==> src/rtl/shl_pkg.sv <==
// Shared definitions for the sequential left shifter: mode codes, FSM states
// and a small helper for the carry value loaded at operand capture.
// Combinational definitions only; no latency and no backpressure involved.
// Imported by shl_step and shift_left_seq.
package shl_pkg;

    // Shift modes as presented on the mode input.
    localparam logic [1:0] MODE_LSL = 2'b00;   // logical: zero fill, carry <- msb
    localparam logic [1:0] MODE_ROL = 2'b01;   // rotate: msb wraps into lsb
    localparam logic [1:0] MODE_RCL = 2'b10;   // rotate through carry flag
    localparam logic [1:0] MODE_ASL = 2'b11;   // arithmetic: as LSL plus sticky overflow

    // Controller states.
    typedef enum logic [1:0] {
        ST_IDLE  = 2'd0,
        ST_SHIFT = 2'd1,
        ST_DONE  = 2'd2
    } shl_state_t;

    // Carry flag value at capture: only rotate-through-carry seeds it from cin.
    function automatic logic capture_carry(input logic [1:0] mode, input logic cin);
        return (mode == MODE_RCL) ? cin : 1'b0;
    endfunction

endpackage

==> src/rtl/shl_step.sv <==
// One-bit left-shift step for all four modes, plus per-step overflow.
// Purely combinational (zero latency); no flow control.
// Ports: data/carry/mode in; data_next/carry_next/ovf_step out. WIDTH >= 2.
module shl_step
    import shl_pkg::*;
#(
    parameter int WIDTH = 8
) (
    input  logic [WIDTH-1:0] data,
    input  logic             carry,
    input  logic [1:0]       mode,
    output logic [WIDTH-1:0] data_next,
    output logic             carry_next,
    output logic             ovf_step
);

    logic msb;
    assign msb = data[WIDTH-1];

    always_comb begin
        data_next = {data[WIDTH-2:0], 1'b0};
        case (mode)
            MODE_ROL: data_next = {data[WIDTH-2:0], msb};
            MODE_RCL: data_next = {data[WIDTH-2:0], carry};
            default:  data_next = {data[WIDTH-2:0], 1'b0};
        endcase
    end

    // Every mode pushes the outgoing msb into the carry flag.
    assign carry_next = msb;

    // A sign change on this step means the arithmetic result no longer fits.
    assign ovf_step = (mode == MODE_ASL) && (data[WIDTH-1] ^ data[WIDTH-2]);

endmodule

==> src/rtl/shift_left_seq.sv <==
// Sequential left shifter: one bit position per clock, four modes, carry/overflow flags.
// Latency: done pulses amt+1 cycles after start is presented (amt=0 -> 1 cycle).
// Backpressure: start is taken only in IDLE/DONE; start while busy is dropped.
//
// Ports:
//   clk, rst_n   rising-edge clock, asynchronous active-low reset
//   start        request, sampled in IDLE or DONE (back-to-back accepted in DONE)
//   mode         00 logical, 01 rotate, 10 rotate-through-carry, 11 arithmetic
//   amt          shift amount, cin carry-in (mode 10), x operand
//   busy         high while shifting; done one-cycle completion pulse
//   f/cout/ovf   result and flag registers, valid at done, held until next capture
//   abort        (only when SHL_ABORT_EN is defined) cancels a shift in progress
//
// Build option: define SHL_ABORT_EN to add the abort input. Without it every
// accepted operation runs to completion.
module shift_left_seq
    import shl_pkg::*;
#(
    parameter int WIDTH = 8,
    parameter int CNT_W = 3
) (
    input  logic             clk,
    input  logic             rst_n,
    input  logic             start,
    input  logic [1:0]       mode,
    input  logic [CNT_W-1:0] amt,
    input  logic             cin,
    input  logic [WIDTH-1:0] x,
`ifdef SHL_ABORT_EN
    input  logic             abort,
`endif
    output logic             busy,
    output logic             done,
    output logic [WIDTH-1:0] f,
    output logic             cout,
    output logic             ovf
);

    shl_state_t       state;
    logic [CNT_W-1:0] count;
    logic [1:0]       mode_q;

`ifdef SHL_ABORT_EN
    // Capture-time snapshot so an abort can put the outputs back as they were
    // right after the operand was loaded (ovf is always 0 at capture).
    logic [WIDTH-1:0] x_q;
    logic             cout_q;
`endif

    logic [WIDTH-1:0] step_f;
    logic             step_c;
    logic             step_o;

    shl_step #(
        .WIDTH (WIDTH)
    ) u_step (
        .data       (f),
        .carry      (cout),
        .mode       (mode_q),
        .data_next  (step_f),
        .carry_next (step_c),
        .ovf_step   (step_o)
    );

    // busy and done are registered alongside the state so they are glitch-free
    // and line up exactly with the SHIFT / DONE states.
    always_ff @(posedge clk or negedge rst_n) begin
        if (!rst_n) begin
            state  <= ST_IDLE;
            f      <= '0;
            cout   <= 1'b0;
            ovf    <= 1'b0;
            busy   <= 1'b0;
            done   <= 1'b0;
            count  <= '0;
            mode_q <= MODE_LSL;
`ifdef SHL_ABORT_EN
            x_q    <= '0;
            cout_q <= 1'b0;
`endif
        end else begin
            done <= 1'b0;
            case (state)
                ST_IDLE, ST_DONE: begin
                    if (start) begin
                        f      <= x;
                        mode_q <= mode;
                        count  <= amt;
                        cout   <= capture_carry(mode, cin);
                        ovf    <= 1'b0;
`ifdef SHL_ABORT_EN
                        x_q    <= x;
                        cout_q <= capture_carry(mode, cin);
`endif
                        if (amt != '0) begin
                            state <= ST_SHIFT;
                            busy  <= 1'b1;
                        end else begin
                            // Zero shift completes straight away with f=x.
                            state <= ST_DONE;
                            busy  <= 1'b0;
                            done  <= 1'b1;
                        end
                    end else begin
                        state <= ST_IDLE;
                        busy  <= 1'b0;
                    end
                end

                ST_SHIFT: begin
`ifdef SHL_ABORT_EN
                    if (abort) begin
                        // Abort beats the final step: restore and leave silently.
                        f     <= x_q;
                        cout  <= cout_q;
                        ovf   <= 1'b0;
                        count <= '0;
                        state <= ST_IDLE;
                        busy  <= 1'b0;
                    end else
`endif
                    begin
                        f     <= step_f;
                        cout  <= step_c;
                        ovf   <= ovf | step_o;
                        count <= count - 1'b1;
                        if (count == CNT_W'(1)) begin
                            state <= ST_DONE;
                            busy  <= 1'b0;
                            done  <= 1'b1;
                        end
                    end
                end

                default: begin
                    state <= ST_IDLE;
                    busy  <= 1'b0;
                end
            endcase
        end
    end

endmodule

==> config.mk <==
export PLATFORM = sky130hd
export DESIGN_NAME = shift_left_seq
export DESIGN_NICKNAME = d
export VERILOG_FILES = /design/src/rtl/shl_pkg.sv /design/src/rtl/shl_step.sv /design/src/rtl/shift_left_seq.sv
export SDC_FILE = /design/constraint.sdc
export NUM_CORES = 1
export LEC_CHECK = 0
export ABC_AREA = 1
export CAP_MARGIN = 10
export CELL_PAD_IN_SITES_DETAIL_PLACEMENT = 1
export CELL_PAD_IN_SITES_GLOBAL_PLACEMENT = 1
export CORE_ASPECT_RATIO = 0.8
export CORE_MARGIN = 5
export CORE_UTILIZATION = 35
export CTS_CLUSTER_SIZE = 8
export DETAILED_ROUTE_END_ITERATION = 16
export PLACE_DENSITY = 0.86
export SYNTH_ARGS = -nofsm -noshare
export SYNTH_HDL_FRONTEND = slang
export SYNTH_SLANG_ARGS = --single-unit
==> constraint.sdc <==
create_clock -name clk -period 1.5 [get_ports clk]
set_input_delay 0.3 -clock clk [delete_from_list [all_inputs] [get_ports clk]]
set_output_delay 0.3 -clock clk [all_outputs]
set_load 0.05 [all_outputs]
==> results of run 1 <==
-- metal layers --
layer / part of all wire / wire, µm
met1: 0.40 / 1120
met2: 0.55 / 1530
met3: 0.034 / 95
met4: 0.021 / 59
met5: 0 / 0
-- per-stage QoR --
stage	utilization	hold WS [ns]	power, W	instance area [µm²]	setup slack, ns
6_report	0.511	0.380	0.00375	1540	0.276
5_1_grt	0.511	0.413	0.00403	1540	0.201
4_1_cts	0.511	0.387	0.00382	1540	0.257
3_5_place_dp	0.496	0.507	0.00343	1500	0.00209
3_3_place_gp	0.496	0.476	0.00331	1500	0.0632
2_1_floorplan	-	0.00441	0.00242	1070	0.384
-- sequential cells by signal, summed over array words and instances, names as in the netlist --
name	cells
f	8
count	3
mode_q	2
state	2
busy	1
cout	1
done	1
ovf	1
-- final timing paths --
kind | startpoint | to | slack, ns | depth (start not counted)
worst max-delay path | f[7]$_DFFE_PN0P_ | f[7] | 0.28 | 1
worst min-delay path | rst_n | state[0]$_DFFE_PN0P_ | 0.38 | 2
worst max register to register | count[0]$_DFFE_PN0P_ | count[2]$_DFFE_PN0P_ | 0.28 | 5
worst min register to register | count[1]$_DFFE_PN0P_ | count[1]$_DFFE_PN0P_ | 0.52 | 2
max in group asynchronous | rst_n | f[6]$_DFFE_PN0P_ | 0.92 | 2
min in group clk | count[1]$_DFFE_PN0P_ | count[1]$_DFFE_PN0P_ | 0.52 | 2
-- layout make-up --
cell class / count / area share
multi-input cells: 83 / 0.319
inverters: 16 / 0.0470
well taps: 40 / 0.0324
repair buffers: 29 / 0.264
flip-flops and latches: 19 / 0.308
clock buffers: 4 / 0.0292
-- cell usage in the layout (no fill, tap or decap), drive strengths merged --
cell type,count
dfrtp,19
nor2,6
a21oi,1
o22ai,2
or2,2
buf,13
ha,5
clkdlybuf4s50,16
nand2,47
inv,15
clkinv,1
o21ai,4
clkbuf,4
nand3,16
-- cell families (layout without fill, tap and decap cells) --
logic type                 Yosys count  in the layout  synth area share
AOI/OAI and AO/OA                    7              7            0.0384
adders and majority gates            5              5            0.0582
buffers and inverters               19             49             0.100
DFF                                 19             19             0.442
and+or+nand+nor                     71             71             0.361
-- power by group --
part / internal (W) / leakage, nW / switching, W
registers: 0.000768 / 0.234 / 0.000315
logic: 0.000990 / 0.504 / 0.00132
clock network: 0.000189 / 0.0228 / 0.000176
total: 0.00195 / 0.761 / 0.00181
==> results.yml, run 1 <==
global_route:
  antenna_found_initial: 0
  gr-usage-met3: 0.0288
  grt_pass1_vias: 1031
  grt_usage: 0.149
  use_met1: 0.176
  grt_use_met2: 0.267
  grt_overflow: 0
  grt_max_degree: 20
  busiest_layer: "met2"
  grt_pass1_wl_um: 4890
placed_design:
  detailed_place_hpwl_um: 2150
  port_buffers: 28
  dp.cells: 187
  place.gp.congestion: 0.782
sta:
  setup_tns_ns: 0
  slew_headroom: 0.791
  max_freq_mhz: 817
  slew_violations: 0
  finalSetupViolCount: 0
  hold_viol: 0
  worstMarginPinSlew_ns: 0.312
  min_period_over_period: 0.816
  clock_skew_ns: 0.00132
  period_needed_ns: 1.22
  rsz0062_at_grt: "no"
outcome:
  status: "finished clean"
critical_path:
  critPathSlowestCell: "dfrtp_1"
  worstSetupPathType: "reg -> out"
  crit_path_end_kind: "output pin"
  cp.required_ns: 1.20
  path_cells: "buf_12"
  critPathTopFamily: "flip-flops"
  timing.critical_path.buf_inv: 1
  cp.arrival_ns: 0.92
  slowest_delay_ns: 0.49
  cp_max_fo: 6
  worstSetupStartpointType: "flip-flop"
synth:
  netlist_top_cells_count: "nand2_1 (35), dfrtp_1 (19), inv_1 (13), nand2_2 (10)"
  synth.most_common_cell: "nand2_1"
  synth_nets: 143
  yosys_warnings: 0
  ys_types: 22
  ys_seq_area_frac: 0.442
  synthDominantCellAreaShare: 0.442
  netlist_top_cells_area: "dfrtp_1 (44%), nand2_1 (12%), nand3_2 (7.5%)"
  postSynthCellCount: 121
  synth_seq_cells: 19
  synth.cell_area_mm2: 0.00107
  async_flop_share: 1.00
  synth_edf_count: 0
  yosys.area.top_type: "dfrtp_1"
  synth_ff_type: "dfrtp_1"
  syn_area_per_cell_um2: 8.88
detailed_routing:
  routed_wl_um: 2800
  num_vias: 907
  first_iter_violations: 15
  postRouteAntennaNets: 0
  vias_per_cell: 4.75
  drtPass1Iterations: 4
  drcViolationCount: 0
  wl_per_cell_um: 14.7
cells_and_area:
  layoutNonFillerInstCount: 191
  insertedDiodeCount: 0
  syn_to_final_growth_pct: 43.5
  nets: 174
  multiInputGateArea_um2: 492
  fillers: 373
  drive_gt1_frac: 0.278
  seqCellArea_um2: 475
die:
  die_area_mm2: 0.00429
  die_w_um: 72.0
  rows: 18
  ios: 29
  initial_core_util: 0.356
  die_h_um: 59.6
  core_area_mm2: 0.00302
clocking:
  cts_made_buffers: 3
  clk_latency_ns: 0.26
  cts_setup_buffers: 0
  root_buffer: "clkbuf_8"
  cts_hold_buf: 0
  cts_sinks: 19
  ctsResizeCount: 0
  clkTransAtPathRegs_ns: 0.07
  clk_path_buf_depth: 2
  cts_tree: "done"
  cts_max_level: 1
power_and_ir_drop:
  power_density_mw_per_mm2: 2430
  max-vdd-ir-drop_mv: 1.24
  leakage_nw: 0.761
flow_run:
  drv_cap: 0
hold_path:
  hold_class: "in -> async"
Power figures use the tool's default switching activity.
==> run 2, diff against run 1 <==
==> constraint.sdc (replaced) <==
create_clock -name clk -period 1.2 [get_ports clk]
set_input_delay 0.24 -clock clk [delete_from_list [all_inputs] [get_ports clk]]
set_output_delay 0.24 -clock clk [all_outputs]
set_load 0.05 [all_outputs]
==> run 2 against run 1 <==
Combinational power is 32% higher. Global-route usage barely moved. Clock-buffer cell count fell by 1. Critical path depth unchanged. Cell count is 2.6% higher. Total power increased by 29%. Register-to-register slack got worse by 0.21 ns.
==> results.yml, run 2 (same netlist as run 1, synthesis figures left out) <==
outcome:
  status: "finished clean"
cells_and_area:
  syn_to_final_growth_pct: 48.4
  nets: 179
  reg.largest.list: "f (8), count (3)"
  layout_commonest_cell: "nand2_1"
  largest_reg_flops: 8
  drive_gt1_frac: 0.327
  postLayoutCellArea_mm2: 0.00160
  fillers: 358
  layout_common_cells: "nand2_1 (35), dfrtp_1 (18), clkdlybuf4s50_1 (16)"
  insertedDiodeCount: 0
  top_register: "f"
power_and_ir_drop:
  max-vdd-ir-drop_mv: 1.70
  power_density_mw_per_mm2: 3050
  power.total_w: 0.00486
  leakage_nw: 0.789
placed_design:
  placed_cell_area_mm2: 0.00153
  port_buffers: 28
  detailed_place_hpwl_um: 2160
  place.gp.congestion: 0.776
critical_path:
  crit_path_end_kind: "output pin"
  path_cells: "buf_12"
  cp.arrival_ns: 0.90
  worstSetupPathType: "reg -> out"
  worstSetupStartpointType: "flip-flop"
  critPathTopFamily: "flip-flops"
  cp.depth: 1
  slowest_delay_ns: 0.47
  rr_worst_depth: 5
  timing.critical_path.buf_inv: 1
  critPathSlowestCell: "dfrtp_1"
  cp_max_fo: 5
  cp.required_ns: 0.96
detailed_routing:
  postRouteAntennaNets: 0
  wl_per_cell_um: 15.0
  vias_per_cell: 4.69
  first_iter_violations: 22
  routed_wl_um: 2930
  num_vias: 920
  drtPass1Iterations: 2
  drcViolationCount: 0
sta:
  clock_skew_ns: 0.00700
  max_freq_mhz: 879
  finalSetupViolCount: 0
  worstMarginPinSlew_ns: 0.251
  period_needed_ns: 1.14
  hold_viol: 0
  whs_ns: 0.316
  slew_violations: 0
  slew_headroom: 0.833
  min_period_over_period: 0.948
die:
  rows: 18
  initial_core_util: 0.356
  core_area_mm2: 0.00302
  die_w_um: 72.0
  die_h_um: 59.6
  ios: 29
  die_area_mm2: 0.00429
global_route:
  grt_pass1_wl_um: 4840
  grt_max_degree: 20
  antenna_found_initial: 0
  grt_usage: 0.149
  grt_pass1_vias: 1009
  grt_overflow: 0
clocking:
  clk_latency_ns: 0.26
  cts_hold_buf: 0
  clkTransAtPathRegs_ns: 0.08
  cts_sinks: 19
  cts_max_level: 1
  cts_made_buffers: 3
  cts_tree: "done"
  root_buffer: "clkbuf_8"
  clk_path_buf_depth: 2
flow_run:
  drv_cap: 0
hold_path:
  hold_class: "in -> async"
==> run 2: what timing repair did <==
| action | CTS | global route |
|---|---|---|
| buffers inserted | 0 | 1 |
| resized for setup | 0 | 4 |
| setup endpoints to repair | 0 | 10 |
| endpoints found under the hold margin | 0 | 0 |
==> run 2: power breakdown <==
part | switching [W] | internal, W
sequential | 0.000397 | 0.000963
clock | 0.000223 | 0.000231
combinational | 0.00170 | 0.00134
total | 0.00232 | 0.00253
==> run 2: metrics by stage <==
step	TNS (ns)	std cells	setup WS [ns]	utilization
after floorplan	0	121	0.0844	-
after global placement	-1.93	191	-0.158	0.506
after detailed placement	-2.55	191	-0.197	0.506
after CTS	0	195	0.00763	0.522
after global routing	-0.00926	196	-0.00848	0.529
final	0	196	0.0624	0.529
==> run 2: worst register-to-register path, stage by stage, from the launching register on <==
cell	delay (ns)
dfrtp_1	0.37
inv_1	0.05
ha_2	0.18
or2_2	0.29
nand3_2	0.06
nand3_1	0.06
==> run 2: final cells by class <==
class	count	area (µm²)	share of cell area
flip-flops and latches	19	477	0.299
multi-input cells	83	504	0.316
clock buffers	3	41.3	0.0259
clock inverters	1	5.00	0.00314
inverters	16	72.6	0.0455
well taps	40	50.0	0.0314
repair buffers	34	445	0.279
==> run 2: worst paths after layout <==
| check | slack [ns] | endpoint | from |
|---|---|---|---|
| worst max-delay path | 0.06 | f[6] | f[6]$_DFFE_PN0P_ |
| worst min-delay path | 0.32 | busy$_DFFE_PN0P_ | rst_n |
| worst max register to register | 0.07 | count[2]$_DFFE_PN0P_ | count[0]$_DFFE_PN0P_ |
| worst min register to register | 0.56 | ovf$_DFFE_PN0P_ | ovf$_DFFE_PN0P_ |
| max in group asynchronous | 0.65 | f[7]$_DFFE_PN0P_ | rst_n |
| min in group clk | 0.56 | f[2]$_DFFE_PN0P_ | x[2] |
==> run 2: per-layer routing <==
layer | global-route usage | wire length, µm
met1 | 0.186 | 1200
met2 | 0.255 | 1550
met3 | 0.0407 | 150
met4 | 0.0402 | 32
met5 | 0 | 0
